$ cat config.mk
export PLATFORM = sky130hd
export DESIGN_NAME = pipe_add_sub
export DESIGN_NICKNAME = d
export VERILOG_FILES = /design/src/rtl/pipe_add_sub_pkg.sv /design/src/rtl/pipe_add_sub_add_slice.sv /design/src/rtl/pipe_add_sub.sv
export SDC_FILE = /design/constraint.sdc
export NUM_CORES = 1
export LEC_CHECK = 0
export ABC_AREA = 1
export CAP_MARGIN = 10
export CORE_UTILIZATION = 30
export CTS_BUF_LIST = sky130_fd_sc_hd__clkbuf_8 sky130_fd_sc_hd__clkbuf_16
export CTS_CLUSTER_SIZE = 40
export DETAILED_ROUTE_END_ITERATION = 12
export SLEW_MARGIN = 20
export SYNTH_ARGS = -nofsm -noshare
export SYNTH_HDL_FRONTEND = slang
export SYNTH_SLANG_ARGS = --single-unit
$ cat constraint.sdc
create_clock -name clock -period 6.1 [get_ports clock]
set_input_delay 1.22 -clock clock [delete_from_list [all_inputs] [get_ports clock]]
set_output_delay 1.22 -clock clock [all_outputs]
set_load 0.05 [all_outputs]
$ cat src/rtl/pipe_add_sub_pkg.sv
// Shared constants, flag bundle and carry-slice width helper for pipe_add_sub.
package pipe_add_sub_pkg;

  localparam int unsigned PIPE_ADD_SUB_WIDTH_DEFAULT  = 32;
  localparam int unsigned PIPE_ADD_SUB_STAGES_DEFAULT = 4;

  typedef struct packed {
    logic cout;
    logic ovf;
    logic zero;
  } pipe_add_sub_flags_t;

  // Returns 0 for an illegal split so the top can reject the configuration at elaboration.
  function automatic int unsigned pipe_add_sub_chunk(input int unsigned width,
                                                     input int unsigned stages);
    if (stages == 0 || (width % stages) != 0) begin
      return 0;
    end
    return width / stages;
  endfunction

endpackage

$ cat src/rtl/pipe_add_sub_add_slice.sv
// Combinational W-bit adder: one link of the registered carry chain.
module add_slice
  import pipe_add_sub_pkg::*;
#(
  parameter int unsigned W = 8
) (
  input  logic [W-1:0] a_i,
  input  logic [W-1:0] b_i,
  input  logic         cin_i,
  output logic [W-1:0] s_o,
  output logic         cout_o
);

  logic [W:0] total;

  assign total         = {1'b0, a_i} + {1'b0, b_i} + (W+1)'(cin_i);
  assign {cout_o, s_o} = total;

endmodule

$ cat src/rtl/pipe_add_sub.sv
// Pipelined add/sub: one CHUNK-bit carry slice per stage, valid/ready flow control.
// Define PIPE_ADD_SUB_FLAGS_EN to compute ovf/zero; otherwise both are tied to 0.
module pipe_add_sub
  import pipe_add_sub_pkg::*;
#(
  parameter int unsigned WIDTH  = PIPE_ADD_SUB_WIDTH_DEFAULT,
  parameter int unsigned STAGES = PIPE_ADD_SUB_STAGES_DEFAULT
) (
  input  logic             clock,
  input  logic             reset,
  input  logic             in_valid,
  output logic             in_ready,
  input  logic [WIDTH-1:0] a,
  input  logic [WIDTH-1:0] b,
  input  logic             sub,
  output logic             out_valid,
  input  logic             out_ready,
  output logic [WIDTH-1:0] sum,
  output logic             cout,
  output logic             ovf,
  output logic             zero
);

  localparam int unsigned CHUNK = pipe_add_sub_chunk(WIDTH, STAGES);

  if (CHUNK == 0) begin : g_bad_cfg
    $error("pipe_add_sub: WIDTH must be a non-zero multiple of STAGES");
  end

  logic                advance;
  logic                last_valid;
  logic [WIDTH-1:0]    last_sum;
  pipe_add_sub_flags_t flags;

  // The whole pipe moves as one unit; it only stops when the final result is blocked.
  assign advance  = !last_valid || out_ready;
  assign in_ready = advance;

  for (genvar k = 0; k < STAGES; k++) begin : g_stage
    localparam int unsigned SRC_W = WIDTH - k * CHUNK;
    localparam int unsigned REM_W = SRC_W - CHUNK;
    localparam int unsigned RES_W = (k + 1) * CHUNK;

    // Operand bits still to be added (slice k at the bottom) and result bits so far.
    logic [SRC_W-1:0] a_src;
    logic [SRC_W-1:0] b_src;
    logic             c_src;
    logic             v_src;
    logic [CHUNK-1:0] s_slice;
    logic             c_slice;
    logic [RES_W-1:0] res_d;
    logic [RES_W-1:0] res_q;
    logic             carry_q;
    logic             valid_q;

    if (k == 0) begin : g_src
      assign a_src = a;
      assign b_src = sub ? ~b : b;
      assign c_src = sub;
      assign v_src = in_valid;
      assign res_d = s_slice;
    end else begin : g_src
      assign a_src = g_stage[k-1].g_skew.a_q;
      assign b_src = g_stage[k-1].g_skew.b_q;
      assign c_src = g_stage[k-1].carry_q;
      assign v_src = g_stage[k-1].valid_q;
      assign res_d = {s_slice, g_stage[k-1].res_q};
    end

    add_slice #(
      .W(CHUNK)
    ) u_slice (
      .a_i   (a_src[CHUNK-1:0]),
      .b_i   (b_src[CHUNK-1:0]),
      .cin_i (c_src),
      .s_o   (s_slice),
      .cout_o(c_slice)
    );

    always_ff @(posedge clock or posedge reset) begin
      if (reset) begin
        valid_q <= 1'b0;
        carry_q <= 1'b0;
        res_q   <= '0;
      end else if (advance) begin
        valid_q <= v_src;
        carry_q <= c_slice;
        res_q   <= res_d;
      end
    end

    // Upper operand slices ride along until their stage is reached.
    if (k < STAGES - 1) begin : g_skew
      logic [REM_W-1:0] a_q;
      logic [REM_W-1:0] b_q;

      always_ff @(posedge clock or posedge reset) begin
        if (reset) begin
          a_q <= '0;
          b_q <= '0;
        end else if (advance) begin
          a_q <= a_src[SRC_W-1:CHUNK];
          b_q <= b_src[SRC_W-1:CHUNK];
        end
      end
    end

    if (k == STAGES - 1) begin : g_last
      assign last_valid = valid_q;
      assign last_sum   = res_q;
`ifdef PIPE_ADD_SUB_FLAGS_EN
      logic ovf_d;
      logic zero_d;
      logic ovf_q;
      logic zero_q;

      // Overflow: like-signed operands producing a result of the other sign.
      assign ovf_d  = (a_src[SRC_W-1] == b_src[SRC_W-1]) && (res_d[RES_W-1] != a_src[SRC_W-1]);
      assign zero_d = ~|res_d;

      always_ff @(posedge clock or posedge reset) begin
        if (reset) begin
          ovf_q  <= 1'b0;
          zero_q <= 1'b0;
        end else if (advance) begin
          ovf_q  <= ovf_d;
          zero_q <= zero_d;
        end
      end

      assign flags.cout = carry_q;
      assign flags.ovf  = ovf_q;
      assign flags.zero = zero_q;
`else
      assign flags.cout = carry_q;
      assign flags.ovf  = 1'b0;
      assign flags.zero = 1'b0;
`endif
    end
  end

  assign out_valid = last_valid;
  assign sum       = last_sum;
  assign cout      = flags.cout;
  assign ovf       = flags.ovf;
  assign zero      = flags.zero;

endmodule

After elaboration in Yosys (flattened, before gate mapping). Cells that the tools add are included.

Multipliers: 0. Order comparisons: 0. Reductions and logical operators: 2. Shift-type cells: 0. Bitwise operators: 1. Add/sub/neg operators: 8. Eq/ne operators: 0. Divide/modulo/power cells: 0. Multiplexer cells: 1.

Operators by type and width (number): 8-bit by 8-bit adder with 9-bit output (4); 9-bit by 1-bit adder with 9-bit output (4); 32-bit 2-to-1 mux (1); 32-bit inverter (1); 1-bit logical NOT (1); 1-bit logical OR (1).

Memory bits (read-only): 0. Word-level logic and storage cells: 30. Register bits: 184. RAM bits: 0. Output and inout bits: 37. Latch bits: 0. Input port bits: 69. Memories kept: 0.

Longest topological paths before layout.
Depth in word-level cells: 4. Depth in mapped cells: 14. Gate-level depth less buffers: 12.

Modules after synthesis. A second synthesis with hierarchy kept.

Cell total of the unflattened synthesis: 1056. Area total of the unflattened synthesis: 8819.7 um^2.

Modules (own cells, without submodules): pipe_add_sub (cells each 820, instances 1, area an instance 7284.5 um^2, seq. area each 4604.4 um^2); add_slice (g_stage[1].u_slice ...) (cells each 59, instances 3, area an instance 384.1 um^2, seq. area each 0.0 um^2); add_slice (g_stage[0].u_slice) (cells each 59, instances 1, area an instance 382.9 um^2, seq. area each 0.0 um^2).

Worst setup path before layout. No wires, ideal clock.

Path type: input -> output. Start: input port out_ready. End: output port in_ready. Data required time: 4880 ps. Slack: 3104 ps. Buffers on the path: 2. Data arrival time: 1776 ps. Cell stages on the path: 4. Cells stage by stage: nor2_4 > inv_2 > buf_4 > buf_2.

Cells in the longest elaborated chain, start to end: 1.

Ends and longest elaborated chain: start: declaration (line pipe_add_sub.sv:17) `input logic out_ready,`; 1-bit logical OR (line pipe_add_sub.sv:36) `assign advance = !last_valid || out_ready;`; end: declaration (line pipe_add_sub.sv:12) `output logic in_ready,`.

No other way between the ends.

Final worst setup path. Ends and elaborated chain as after synthesis.

==> metrics.cfg <==
[power_and_ir_drop]
peakVddDrop_v = 0.000232
p_comb_share_pct = 41.2
sw_frac_of_total_pct = 41.2
powerDensity_mw_per_mm2 = 522
p_int_mw = 3.15
clock_power_share_pct = 20.5
p_sw_mw = 2.21
p_seq_share_pct = 38.4
p_leak_nw = 5.00

[route]
dr_total_vias = 6093
wl_per_cell_um = 11.9
viasPerCell = 4.28
dr.pass1.iters = 4
drc = 0
final_antenna_net_count = 0
drt_iter0_markers = 408
drt_wl_total_um = 16900

[critical_path]
reg2reg_from = out_valid$_DFFE_PP0P_
endpoint_kind = output pin
cp.required_ps = 4880
crit_path_start = out_ready
rr_endpoint = g_stage[2].res_q[21]$_DFFE_PP0P_
r2r_slack_ps = 3930
rr_worst_depth = 6
cp-start-kind = primary input
crit_arrival_ps = 3090
critPathKind = in2out
critPathMaxFanout = 55

[synth]
syn_area_mm2 = 0.00839
yosysWarnings = 0
synth_compound_area_share_pct = 7.29
synth_cell_types = 24
syn_area_per_cell_um2 = 8.75
synthXorXnorAreaFrac_pct = 4.07
synthMuxAreaShare_pct = 0
synth_cells = 959
synth_top_family_by_area = simple AND/OR/NAND/NOR gates
synth-simple-area-share_pct = 22.5
synthAdderAreaFrac_pct = 5.84
ys_seq_elements = 184
ys_seq_area_share_pct = 54.9

[die]
io_pins = 106
coreArea_mm2 = 0.0272
dieArea_mm2 = 0.0287
fp-row-count = 60
initial_core_util_pct = 30.9
die_h_um = 169
die_w_um = 169

[clock_tree]
postCtsHoldBufs = 0
post_cts_resized = 0
htreeDepth = 4
postCtsSetupBuffers = 0
clkLatencyLatePin_ps = 420
numCtsBuffers = 17
cts_sinks = 184
cts_tree = built
cts.clk_slew.worst_paths_ps = 80
ctsRootBufferMaster = clkbuf_16
clockBufferDepth = 2

[timing]
fmax_ghz = 0.232
finClkSkew_ps = 13.0
final.min_clock_period_ps = 4310
finalCritPeriodShare_pct = 70.7
tns_ps = 0
rsz0062_at_grt = no
slew_headroom_pct = 20.6
hold_violations = 0
slew_viol_final = 0
hold-worst-slack_ps = 466
tightest_slew_ps = 1190
setup_viol = 0

[grt]
grt_first_pass_wirelength_um = 29600
grt_max_degree = 221
antenna_found_initial = 0
grt_pass1_vias = 6091
grt_overflow_total = 0
grt_use_total_pct = 12.9

[finish]
syn_to_final_growth_pct = 22.4
num-fill-cells = 2787
drive_gt1_share_pct = 3.80
fin_nets = 1143
diodes = 0

[hold_path]
hold_path_end = g_stage[2].res_q[15]$_DFFE_PP0P_
hp-start = g_stage[1].res_q[15]$_DFFE_PP0P_
hold_depth = 2
hp-class = reg2reg

[placed_design]
place_congestion = 0.783
dpl.hpwl_um = 10400
io_buffers = 103

[flow_run]
drv_cap = 0

[run_status]
outcome = completed

## synth_stat cells (all sizes together)
| master | instances | area share, % |
|---|---|---|
| o21ai | 92 | 5.5 |
| nor2 | 13 | 0.67 |
| dfrtp | 184 | 55 |
| ha | 28 | 4.2 |
| xnor2 | 33 | 3.4 |
| or2 | 2 | 0.15 |
| nand3b | 8 | 0.72 |
| nand3 | 28 | 1.7 |
| fa | 7 | 1.7 |
| xor2 | 6 | 0.63 |
| conb | 1 | 0.045 |
| nand2 | 429 | 19 |
| a21oi | 23 | 1.4 |
| a31oi | 1 | 0.075 |
| buf | 42 | 2.9 |
| inv | 52 | 2.3 |
| nand4 | 2 | 0.15 |
| a21o | 4 | 0.36 |
| clkbuf | 4 | 0.18 |
## through the flow
stage / setup WS [ps] / utilization [%] / total power [mW] / instance area (µm²) / std cells
floorplan: 2520 / - / 3.69 / 8400 / 960
global placement: 1750 / 35.6 / 4.27 / 9690 / 1392
detailed placement: 1780 / 35.6 / 4.32 / 9690 / 1392
CTS: 1770 / 37.8 / 5.46 / 10300 / 1424
global route: 1700 / 37.8 / 5.85 / 10300 / 1424
finish: 1790 / 37.8 / 5.36 / 10300 / 1424
## how the worst max path moves through the flow
stage | cells after the start | end | slack (ps)
3_5_place_dp | 4 | in_ready | 1780
6_report | 4 | in_ready | 1790
2_1_floorplan | 1 | cout$_DFFE_PP0P_ | 2520
4_1_cts | 4 | in_ready | 1770
3_3_place_gp | 4 | in_ready | 1750
5_1_grt | 4 | in_ready | 1700
## placed cells by master (no fill, tap or decap), types with 2 or more instances in the layout
master | synthesis | final
clkinv_8 | 0 | 2
nor2_1 | 12 | 12
o21ai_1 | 3 | 3
inv_6 | 0 | 3
nand2_1 | 429 | 429
or2_2 | 2 | 2
clkdlybuf4s50_1 | 0 | 102
a21o_1 | 4 | 4
buf_12 | 0 | 2
conb_1 | 1 | 2
clkinv_4 | 0 | 2
fa_1 | 7 | 7
dfrtp_1 | 184 | 184
clkbuf_16 | 0 | 17
clkinvlp_4 | 0 | 3
ha_1 | 28 | 28
xnor2_1 | 33 | 33
nand3b_1 | 8 | 8
o21ai_0 | 89 | 89
inv_8 | 0 | 3
inv_1 | 51 | 51
xor2_1 | 6 | 6
nand4_1 | 2 | 2
nand3_1 | 28 | 28
a21oi_1 | 23 | 23
## kinds of logic (layout without fill, tap and decap cells)
group,after synthesis,after routing
simple gates,482,482
flops,184,184
compound gates,120,120
other cells,1,2
fa+ha+maj,35,35
xor+xnor,39,39
buf+inv,98,190
## sequential cells by signal, indices dropped and copies added (netlist names)
| name | count |
|---|---|
| g_stage.g_skew.a_q | 48 |
| g_stage.g_skew.b_q | 48 |
| g_stage.res_q | 48 |
| sum | 32 |
| g_stage.carry_q | 3 |
| cout | 1 |
| g_stage.valid_q | 3 |
| out_valid | 1 |
## power groups by stage
stage	registers (mW)	logic (mW)	clock network, mW
floorplan	2.39	1.30	0
CTS	2.07	2.25	1.14
global placement	2.08	2.19	0
finish	2.06	2.21	1.10
global route	2.13	2.52	1.19
detailed placement	2.09	2.23	0
## routing by layer
metal	part of all wire, %	track usage (%)
met5	0	0
met4	1.4	4.62
met3	2.3	2.43
met2	45	20.2
met1	52	17.8
## critical path: stages
cell and delay [ps]:
clkdlybuf4s50_1 500, nor2_4 70, inv_4 380, clkdlybuf4s50_1 900
## area by class of cell
class / count / area, µm² / area share [%]
clock buffer: 17 / 425 / 4.14
multi-input combinational: 678 / 3340 / 32.5
inverter: 52 / 201 / 1.96
tap: 372 / 465 / 4.53
clock inverter: 15 / 164 / 1.59
sequential: 184 / 4600 / 44.8
timing repair buffer: 106 / 1070 / 10.4
Power figures use the tool's default switching activity.
